==> config.mk <==
export PLATFORM = sky130hd
export DESIGN_NAME = gpio_irq_servicer
export DESIGN_NICKNAME = d
export VERILOG_FILES = /design/src/rtl/gpio_irq_servicer.sv
export SDC_FILE = /design/constraint.sdc
export NUM_CORES = 1
export LEC_CHECK = 0
export CELL_PAD_IN_SITES_DETAIL_PLACEMENT = 0
export CELL_PAD_IN_SITES_GLOBAL_PLACEMENT = 1
export CORE_MARGIN = 2
export CORE_UTILIZATION = 24
export DETAILED_ROUTE_END_ITERATION = 16
export PLACE_DENSITY_LB_ADDON = 0.12
export SLEW_MARGIN = 20
export SYNTH_ARGS = -nofsm -noshare
export SYNTH_HDL_FRONTEND = slang
export SYNTH_SLANG_ARGS = --single-unit
==> constraint.sdc <==
create_clock -name PCLK -period 3.94 [get_ports PCLK]
set_clock_uncertainty 0.1 [all_clocks]
set_input_delay 0.788 -clock PCLK [delete_from_list [all_inputs] [get_ports PCLK]]
set_output_delay 0.788 -clock PCLK [all_outputs]
set_load 0.05 [all_outputs]
==> src/rtl/gpio_irq_servicer.sv <==
// gpio_irq_servicer
// Hardware interrupt-service sequencer for the APB GPIO block. On the GPIO
// combined interrupt it reads Interrupt State (0x18), clears the set bits with
// a write-1-to-clear to the same register, and queues a timestamped record.
//
// Handshake on the event port: a record transfers on a rising PCLK edge where
// evt_valid and evt_ready are both high. evt_valid never depends on
// evt_ready, evt_status/evt_ts are stable while evt_valid is high and not
// popped, and evt_ready while the FIFO is empty has no effect.
module gpio_irq_servicer #(
    parameter int PortWidth = 8,
    parameter int TS_W      = 16,
    parameter int DEPTH     = 4,
    parameter int HOLDOFF   = 4
) (
    input  logic                     PCLK,
    input  logic                     PRESETn,
    input  logic                     en,
    input  logic                     combint,
    output logic                     m_psel,
    output logic                     m_penable,
    output logic                     m_pwrite,
    output logic [7:2]               m_paddr,
    output logic [31:0]              m_pwdata,
    input  logic [31:0]              m_prdata,
    input  logic                     m_pready,
    output logic                     evt_valid,
    input  logic                     evt_ready,
    output logic [PortWidth-1:0]     evt_status,
    output logic [TS_W-1:0]          evt_ts,
    output logic [$clog2(DEPTH):0]   evt_count,
    output logic                     busy
);

    localparam int AW = $clog2(DEPTH);
    localparam int CW = AW + 1;
    localparam int HW = (HOLDOFF > 0) ? $clog2(HOLDOFF + 1) : 1;
    localparam int EW = TS_W + PortWidth;

    // Word address of the GPIO Interrupt State register (byte offset 0x18).
    localparam logic [5:0] INT_STATE_WADDR = 6'h06;

    typedef enum logic [2:0] {
        S_IDLE      = 3'd0,
        S_RD_SETUP  = 3'd1,
        S_RD_ACCESS = 3'd2,
        S_WR_SETUP  = 3'd3,
        S_WR_ACCESS = 3'd4,
        S_PUSH      = 3'd5,
        S_HOLD      = 3'd6
    } state_t;

    state_t                state_q, state_d;
    logic [HW-1:0]         hold_q, hold_d;
    logic [PortWidth-1:0]  cap_status_q, cap_status_d;
    logic [TS_W-1:0]       cap_ts_q, cap_ts_d;
    logic [TS_W-1:0]       ts_q;

    logic                  psel_q, penable_q, pwrite_q;
    logic [5:0]            paddr_q;
    logic [31:0]           pwdata_q;

    logic                  in_xfer_d, in_access_d, in_write_d;

    logic [EW-1:0]         fifo_mem [DEPTH];
    logic [AW-1:0]         wptr_q, rptr_q;
    logic [CW-1:0]         count_q;
    logic                  fifo_full, fifo_empty, push, pop;
    logic [EW-1:0]         head;

    logic [PortWidth-1:0]  rd_status;
    logic                  unused_prdata;

    assign rd_status     = m_prdata[PortWidth-1:0];
    // Only the low PortWidth bits of Interrupt State are meaningful.
    assign unused_prdata = ^m_prdata[31:PortWidth];

    assign fifo_full  = (count_q == CW'(DEPTH));
    assign fifo_empty = (count_q == '0);
    // A service only starts with a free slot and the FIFO cannot grow while
    // the sequence runs, so PUSH always has room.
    assign push       = (state_q == S_PUSH);
    assign pop        = !fifo_empty && evt_ready;

    // Free-running timestamp, wraps naturally at 2^TS_W.
    always_ff @(posedge PCLK or negedge PRESETn) begin
        if (!PRESETn) begin
            ts_q <= '0;
        end else begin
            ts_q <= ts_q + 1'b1;
        end
    end

    // Service FSM: state, hold-off counter and capture registers.
    always_ff @(posedge PCLK or negedge PRESETn) begin
        if (!PRESETn) begin
            state_q      <= S_IDLE;
            hold_q       <= '0;
            cap_status_q <= '0;
            cap_ts_q     <= '0;
        end else begin
            state_q      <= state_d;
            hold_q       <= hold_d;
            cap_status_q <= cap_status_d;
            cap_ts_q     <= cap_ts_d;
        end
    end

    // Next-state logic; the read result is captured on the completing cycle.
    always_comb begin
        state_d      = state_q;
        hold_d       = hold_q;
        cap_status_d = cap_status_q;
        cap_ts_d     = cap_ts_q;
        case (state_q)
            S_IDLE: begin
                // A full FIFO leaves the bits pending in the GPIO block.
                if (en && combint && !fifo_full) begin
                    state_d = S_RD_SETUP;
                end
            end
            S_RD_SETUP: begin
                state_d = S_RD_ACCESS;
            end
            S_RD_ACCESS: begin
                if (m_pready) begin
                    cap_status_d = rd_status;
                    cap_ts_d     = ts_q;
                    if (rd_status == '0) begin
                        // Spurious interrupt: nothing to clear or record.
                        state_d = S_HOLD;
                        hold_d  = HW'(HOLDOFF);
                    end else begin
                        state_d = S_WR_SETUP;
                    end
                end
            end
            S_WR_SETUP: begin
                state_d = S_WR_ACCESS;
            end
            S_WR_ACCESS: begin
                if (m_pready) begin
                    state_d = S_PUSH;
                end
            end
            S_PUSH: begin
                state_d = S_HOLD;
                hold_d  = HW'(HOLDOFF);
            end
            S_HOLD: begin
                // Gives combint time to fall after the W1C before re-sampling.
                if (hold_q == '0) begin
                    state_d = S_IDLE;
                end else begin
                    hold_d = hold_q - 1'b1;
                end
            end
            default: begin
                state_d = S_IDLE;
            end
        endcase
    end

    // Decode of the upcoming state, used to register the APB outputs.
    always_comb begin
        in_xfer_d   = (state_d == S_RD_SETUP) || (state_d == S_RD_ACCESS) ||
                      (state_d == S_WR_SETUP) || (state_d == S_WR_ACCESS);
        in_access_d = (state_d == S_RD_ACCESS) || (state_d == S_WR_ACCESS);
        in_write_d  = (state_d == S_WR_SETUP) || (state_d == S_WR_ACCESS);
    end

    // Registered APB master outputs, aligned with the state they belong to.
    always_ff @(posedge PCLK or negedge PRESETn) begin
        if (!PRESETn) begin
            psel_q    <= 1'b0;
            penable_q <= 1'b0;
            pwrite_q  <= 1'b0;
            paddr_q   <= '0;
            pwdata_q  <= '0;
        end else begin
            psel_q    <= in_xfer_d;
            penable_q <= in_access_d;
            pwrite_q  <= in_write_d;
            paddr_q   <= in_xfer_d ? INT_STATE_WADDR : 6'h00;
            // W1C data: exactly the bits that were read as set.
            pwdata_q  <= in_write_d ? 32'(cap_status_d) : 32'h0;
        end
    end

    assign m_psel    = psel_q;
    assign m_penable = penable_q;
    assign m_pwrite  = pwrite_q;
    assign m_paddr   = paddr_q;
    assign m_pwdata  = pwdata_q;
    assign busy      = (state_q != S_IDLE);

    // Event storage; contents need no reset since empty entries are masked.
    always_ff @(posedge PCLK) begin
        if (push) begin
            fifo_mem[wptr_q] <= {cap_ts_q, cap_status_q};
        end
    end

    // FIFO pointers and occupancy; pointers wrap modulo DEPTH.
    always_ff @(posedge PCLK or negedge PRESETn) begin
        if (!PRESETn) begin
            wptr_q  <= '0;
            rptr_q  <= '0;
            count_q <= '0;
        end else begin
            if (push) begin
                wptr_q <= wptr_q + 1'b1;
            end
            if (pop) begin
                rptr_q <= rptr_q + 1'b1;
            end
            case ({push, pop})
                2'b10:   count_q <= count_q + 1'b1;
                2'b01:   count_q <= count_q - 1'b1;
                default: count_q <= count_q;
            endcase
        end
    end

    assign head       = fifo_mem[rptr_q];
    assign evt_valid  = !fifo_empty;
    assign evt_count  = count_q;
    assign evt_status = fifo_empty ? '0 : head[PortWidth-1:0];
    assign evt_ts     = fifo_empty ? '0 : head[EW-1:PortWidth];

endmodule
==> metrics.cfg, run 1 <==
[final_layout]
antenna_cells = 0
fillers = 2698
drive_gt1_share_pct = 24.16
num-nets-final = 510
register_area_um2 = 4484
area_growth_pct = 20.40
final_core_util_pct = 29.45
multi_input_area_um2 = 1854

[clocking]
tritoncts = done
clock_path_buffers = 2
root_buffer = clkbuf_16
cts_made_buffers = 17
post_cts_buffers = 0
clkSinkCount = 160
clk_pin_slew_ns = 0.06
cts.htree.levels = 4
cts_hold_buf = 0
cts_resized = 0
clkLatencyLatePin_ns = 0.42

[timing]
min_period_over_period_pct = 78.87
setup_viol = 0
finalHoldViolCount = 0
tightest_slew_ns = 0.8145
slew_viol_final = 0
finalCriticalPeriod_ns = 3.108
setup_tns_ns = 0
worst_slack_ns = 0.8324
fmax_mhz = 321.8
slew_headroom_pct = 45.70
grt_setup_unrepaired = false

[setup_path]
path_class = flop to primary output
path_cells = or3_1, clkdlybuf4s50_1
max_stage_delay_ns = 0.79
r2r_slack_ns = 1.37
arrival_ns = 2.22
critPathTopFamily = buffers and inverters
critPathBufInv = 1
cp_slowest_cell = clkdlybuf4s50_1
startpoint_type = flop
worstPathRequired_ns = 3.05
critical_path.endpoint_type = primary output
cp_max_fo = 11

[power_and_ir_drop]
leakagePower_uw = 0.003018
intPower_uw = 3959
swShare_pct = 38.58
clkPwrFrac_pct = 24.9
pwr-share-seq_pct = 35.8
netSwitchingPower_uw = 2487
ir_worst_vdd_mv = 0.2617
p_per_area_nw_per_um2 = 809.9
pwr-share-comb_pct = 39.3

[placement]
dpl.hpwl_um = 8262
portBuffers = 55
place_ws_ns = 1.136
gp_congestion = 0.6501

[synthesis]
synth_cells = 401
synth_edf_count = 96
synthArstFlopShare_pct = 40.00
ys_seq_area_share_pct = 67.83
synthFlopType = edfxtp_1
ys_ff_latch = 160
synth_area_um2 = 6611
ys_warn_count = 0
synthDistinctLibCells = 43
syn_avg_cell_area_um2 = 16.49

[route]
avgRoutedWirePerCell_um = 16.16
antenna_left = 0
route.detailed.drc = 0
drt_iter0_markers = 118
dr.pass1.iters = 4
viasPerCell = 4.035
totalWireLength_um = 13200
via_count = 3297

[flow_run]
drv_cap = 0

[grt]
grt_overflow = 0
grt_max_degree = 30
grt.total_usage_pct = 9.737
grt_pass1_wl_um = 20530
antenna_found_initial = 0
grt_pass1_vias = 3564

[floorplan]
fp.dieArea_um2 = 28890
rows = 60
start_util_pct = 24.46
die_h_um = 170.0
die_w_um = 170.0
core-area_um2 = 27030
num_io_pins = 108

[status]
status = complete, no violations

[min_path]
min_path_type = input port to async pin

-- area by class of cell --
type	count	area share, %
clock buffers	19	5.564
clock inverters	13	1.729
inverters	19	0.8959
multi-input cells	204	23.29
flip-flops and latches	160	56.33
well taps	341	5.360
repair buffers	61	6.822
-- registers in the layout, summed over array words and instances, names as in the netlist --
register / flops
m_pwrite: 1
evt_count: 3
cap_status_q: 8
ts_q: 16
m_paddr: 1
m_penable: 1
hold_q: 3
wptr_q: 2
cap_ts_q: 16
fifo_mem: 96
rptr_q: 2
m_pwdata: 8
state_q: 3
-- routing by layer --
metal	vias up	routed length [µm]	GRT usage, %
met4	0	187	3.344
met5	-	0	0
li1	1516	-	-
met2	53	6882	16.89
met3	15	410	2.512
met1	1713	5722	11.75
-- cell usage in the layout, fill, tap and decap left out, types with 2 or more instances in the layout --
cell and n:
or4_4 2, inv_1 19, conb_1 28, clkbuf_16 17
nor2b_1 2, nand4_1 3, and2_1 27, ha_1 8
nand2_1 8, and3_1 3, or3_1 2, clkinv_4 3
bufinv_16 2, nor2_1 16, and4_1 2, clkinv_2 3
xor2_1 7, dfrtp_1 64, and2_2 4, o21ai_0 3
mux2i_1 9, clkdlybuf4s50_1 30, mux4_2 24, mux2_2 17
clkinvlp_4 2, xnor2_1 15, nand3_1 7, edfxtp_1 96
buf_4 29, inv_6 2
-- cells by family after synthesis --
group | Yosys count | synth area share, %
muxes | 50 | 12.43
other | 1 | 0.05672
xor gates and xnor gates | 22 | 2.915
adders and majority gates | 9 | 1.817
DFF | 160 | 67.83
AOI/OAI and AO/OA | 14 | 1.930
buffers and inverters | 64 | 5.961
and+or+nand+nor | 81 | 7.059
-- path summary, 6_finish.rpt --
kind                                           from                       end  cells after the start
max                        evt_count[0]$_DFFE_PN0P_                 evt_valid                      2
min                                         PRESETn     m_pwdata[4]$_DFF_PN0_                      1
max reg2reg                evt_count[0]$_DFFE_PN0P_  evt_count[2]$_DFFE_PN0P_                      9
min reg2reg                      ts_q[15]$_DFF_PN0_        ts_q[15]$_DFF_PN0_                      1
max in group asynchronous                   PRESETn  cap_ts_q[15]$_DFFE_PN0P_                      2
min in group PCLK                ts_q[15]$_DFF_PN0_        ts_q[15]$_DFF_PN0_                      1
-- worst reg2reg max path, stage by stage, from the launching register on --
cell and delay, ns:
dfrtp_1 0.40, or3_1 0.41, buf_4 0.32, and2_1 0.24, ha_1 0.21, inv_1 0.06
fa_1 0.37, xor2_1 0.15, nor2_1 0.11, xor2_1 0.15
-- power groups by stage --
stage                     Sequential (µW)  Combinational (µW)  Clock, µW
after floorplan                      2400                1810          0
after global placement               2340                2580          0
after detailed placement             2360                2590          0
after CTS                            2320                2600       1660
after global routing                 2350                2720       1720
final                                2310                2530       1610
-- through the flow --
stage | cell area [µm²] | cells | power [µW] | hold WS (ns)
final | 7960 | 817 | 6447 | 0.2321
after global routing | 7960 | 817 | 6789 | 0.2566
after CTS | 7960 | 817 | 6583 | 0.2323
after detailed placement | 7380 | 785 | 4944 | 0.3587
after global placement | 7380 | 785 | 4925 | 0.3597
after floorplan | 6713 | 428 | 4211 | 0.3400
-- Yosys cell counts, types with 2 or more instances --
library cell / count / share of area, %
clkbuf_1: 5 / 0.28
mux2i_1: 9 / 1.4
nand3_1: 7 / 0.53
nor2b_1: 2 / 0.19
buf_2: 3 / 0.23
nand4_1: 3 / 0.28
or3_1: 2 / 0.19
o21ai_0: 3 / 0.23
mux4_2: 24 / 8.2
dfrtp_1: 64 / 24
inv_1: 19 / 1.1
xnor2_1: 15 / 2.0
nand2_1: 8 / 0.45
mux2_2: 17 / 2.9
buf_6: 4 / 0.68
edfxtp_1: 96 / 44
xor2_1: 7 / 0.93
buf_4: 32 / 3.6
or4_4: 2 / 0.34
and4_1: 2 / 0.26
and3_1: 3 / 0.28
ha_1: 8 / 1.5
nor2_1: 16 / 0.91
and2_1: 31 / 2.9
Power figures use the tool's default switching activity.
==> inputs of run 2 (changes only) <==
- clock period: 3.94 -> 3.1 ns (I/O delays scaled with it)
==> metrics.cfg, run 2 (same netlist as run 1, synthesis figures left out) <==
[grt]
grt_pass1_vias = 3467
grt_overflow = 0
top_usage_layer = met2
gr-usage-met2_pct = 16.04
antenna_found_initial = 0
grt_use_met3_pct = 2.093
grt_use_met1_pct = 11.54
grt.total_usage_pct = 9.439
grt_pass1_wl_um = 19940
grt_max_degree = 40

[clocking]
clock_path_buffers = 2
cts_resized = 0
tritoncts = done
clkSinkCount = 160
root_buffer = clkbuf_16
cts_hold_buf = 0
clkLatencyLatePin_ns = 0.42
cts_made_buffers = 17
clk_pin_slew_ns = 0.06
cts.htree.levels = 4
post_cts_buffers = 0

[floorplan]
start_util_pct = 24.46
fp.dieArea_um2 = 28890
core-area_um2 = 27030
num_io_pins = 108
die_h_um = 170.0
die_w_um = 170.0
rows = 60

[route]
viasPerCell = 3.948
drt_iter0_markers = 64
avgRoutedWirePerCell_um = 15.71
antenna_left = 0
via_count = 3245
dr.pass1.iters = 3
totalWireLength_um = 12910
route.detailed.drc = 0

[final_layout]
num-nets-final = 515
fillers = 2689
regMostFlops = fifo_mem
final_cell_mix = edfxtp_1 (96), dfrtp_1 (64), buf_4 (34)
drive_gt1_share_pct = 24.32
largest_reg_flops = 96
layout_commonest_cell = edfxtp_1
antenna_cells = 0
final_cell_area_um2 = 7984
area_growth_pct = 20.76
finalNonFillerCells = 822
reg_top3 = fifo_mem (96), cap_ts_q (16), ts_q (16)

[timing]
slew_headroom_pct = 55.05
setup_viol = 0
finalHoldViolCount = 0
setup_tns_ns = 0
slew_viol_final = 0
tightest_slew_ns = 0.6743
finalCriticalPeriod_ns = 2.847
min_period_over_period_pct = 91.83
grt_setup_unrepaired = false
fin_hold_ws_ns = 0.1314
fmax_mhz = 351.3

[setup_path]
arrival_ns = 2.13
path_class = flop to primary output
critical_path.endpoint_type = primary output
r2r_slack_ns = 0.92
worstPathRequired_ns = 2.38
startpoint_type = flop
cp_max_fo = 22

[power_and_ir_drop]
leakagePower_uw = 0.003024
finalPower_uw = 8155
p_per_area_nw_per_um2 = 1021
ir_worst_vdd_mv = 0.3674

[placement]
portBuffers = 55
gp_congestion = 0.6765
dp_cells = 790
placed_area_um2 = 7422
dpl.hpwl_um = 8067

[status]
status = complete, no violations

[min_path]
min_path_type = input port to async pin

[flow_run]
drv_cap = 0

[run 2: cell types whose count changed in the layout (fill, tap and decap cells not counted), moves of 2 or more]
cell,before,now
inv_6,2,6
clkinv_2,3,0
and2_1,27,31
and2_2,4,0
clkinv_4,3,1
buf_4,29,34
clkinvlp_4,2,5
[run 2: final timing paths]
check | from | to | cells past startpoint
setup / recovery | rptr_q[0]$_DFFE_PN0P_ | evt_ts[12] | 4
hold / removal | PRESETn | m_pwdata[4]$_DFF_PN0_ | 1
setup reg to reg | state_q[0]$_DFF_PN0_ | evt_count[2]$_DFFE_PN0P_ | 9
hold reg to reg | ts_q[15]$_DFF_PN0_ | ts_q[15]$_DFF_PN0_ | 1
max in group asynchronous | PRESETn | m_paddr[3]$_DFF_PN0_ | 2
min in group PCLK | ts_q[15]$_DFF_PN0_ | ts_q[15]$_DFF_PN0_ | 1
[run 2: power by group]
group / internal, µW / switching, µW
sequential: 2650 / 229
clock: 1120 / 869
combinational: 1190 / 2090
[run 2: layer usage]
layer | vias up | routed length [µm]
li1 | 1520 | -
met1 | 1662 | 5724
met2 | 49 | 6617
met3 | 14 | 333
met4 | 0 | 238
met5 | - | 0
[run 2: final cells by class]
class | count | area, µm² | area share [%]
well taps | 341 | 426.7 | 5.344
multi-input cells | 204 | 1849 | 23.16
clock inverters | 13 | 128.9 | 1.614
inverters | 19 | 71.32 | 0.8933
repair buffers | 66 | 590.6 | 7.397
clock buffers | 19 | 432.9 | 5.422
flip-flops and latches | 160 | 4484 | 56.17
[run 2: worst max-delay path, stage by stage, from the launching register on]
cell and delay [ns]:
dfrtp_1 0.51, buf_12 0.27, mux4_2 0.52, and2_1 0.19
buf_4 0.19
[run 2: per-stage QoR]
| stage | setup slack [ns] | utilization [%] |
|---|---|---|
| floorplan | 0.2668 | - |
| global placement | 0.5549 | 27.46 |
| detailed placement | 0.5608 | 27.46 |
| CTS | 0.1622 | 29.54 |
| global route | 0.1190 | 29.54 |
| finish | 0.2533 | 29.54 |
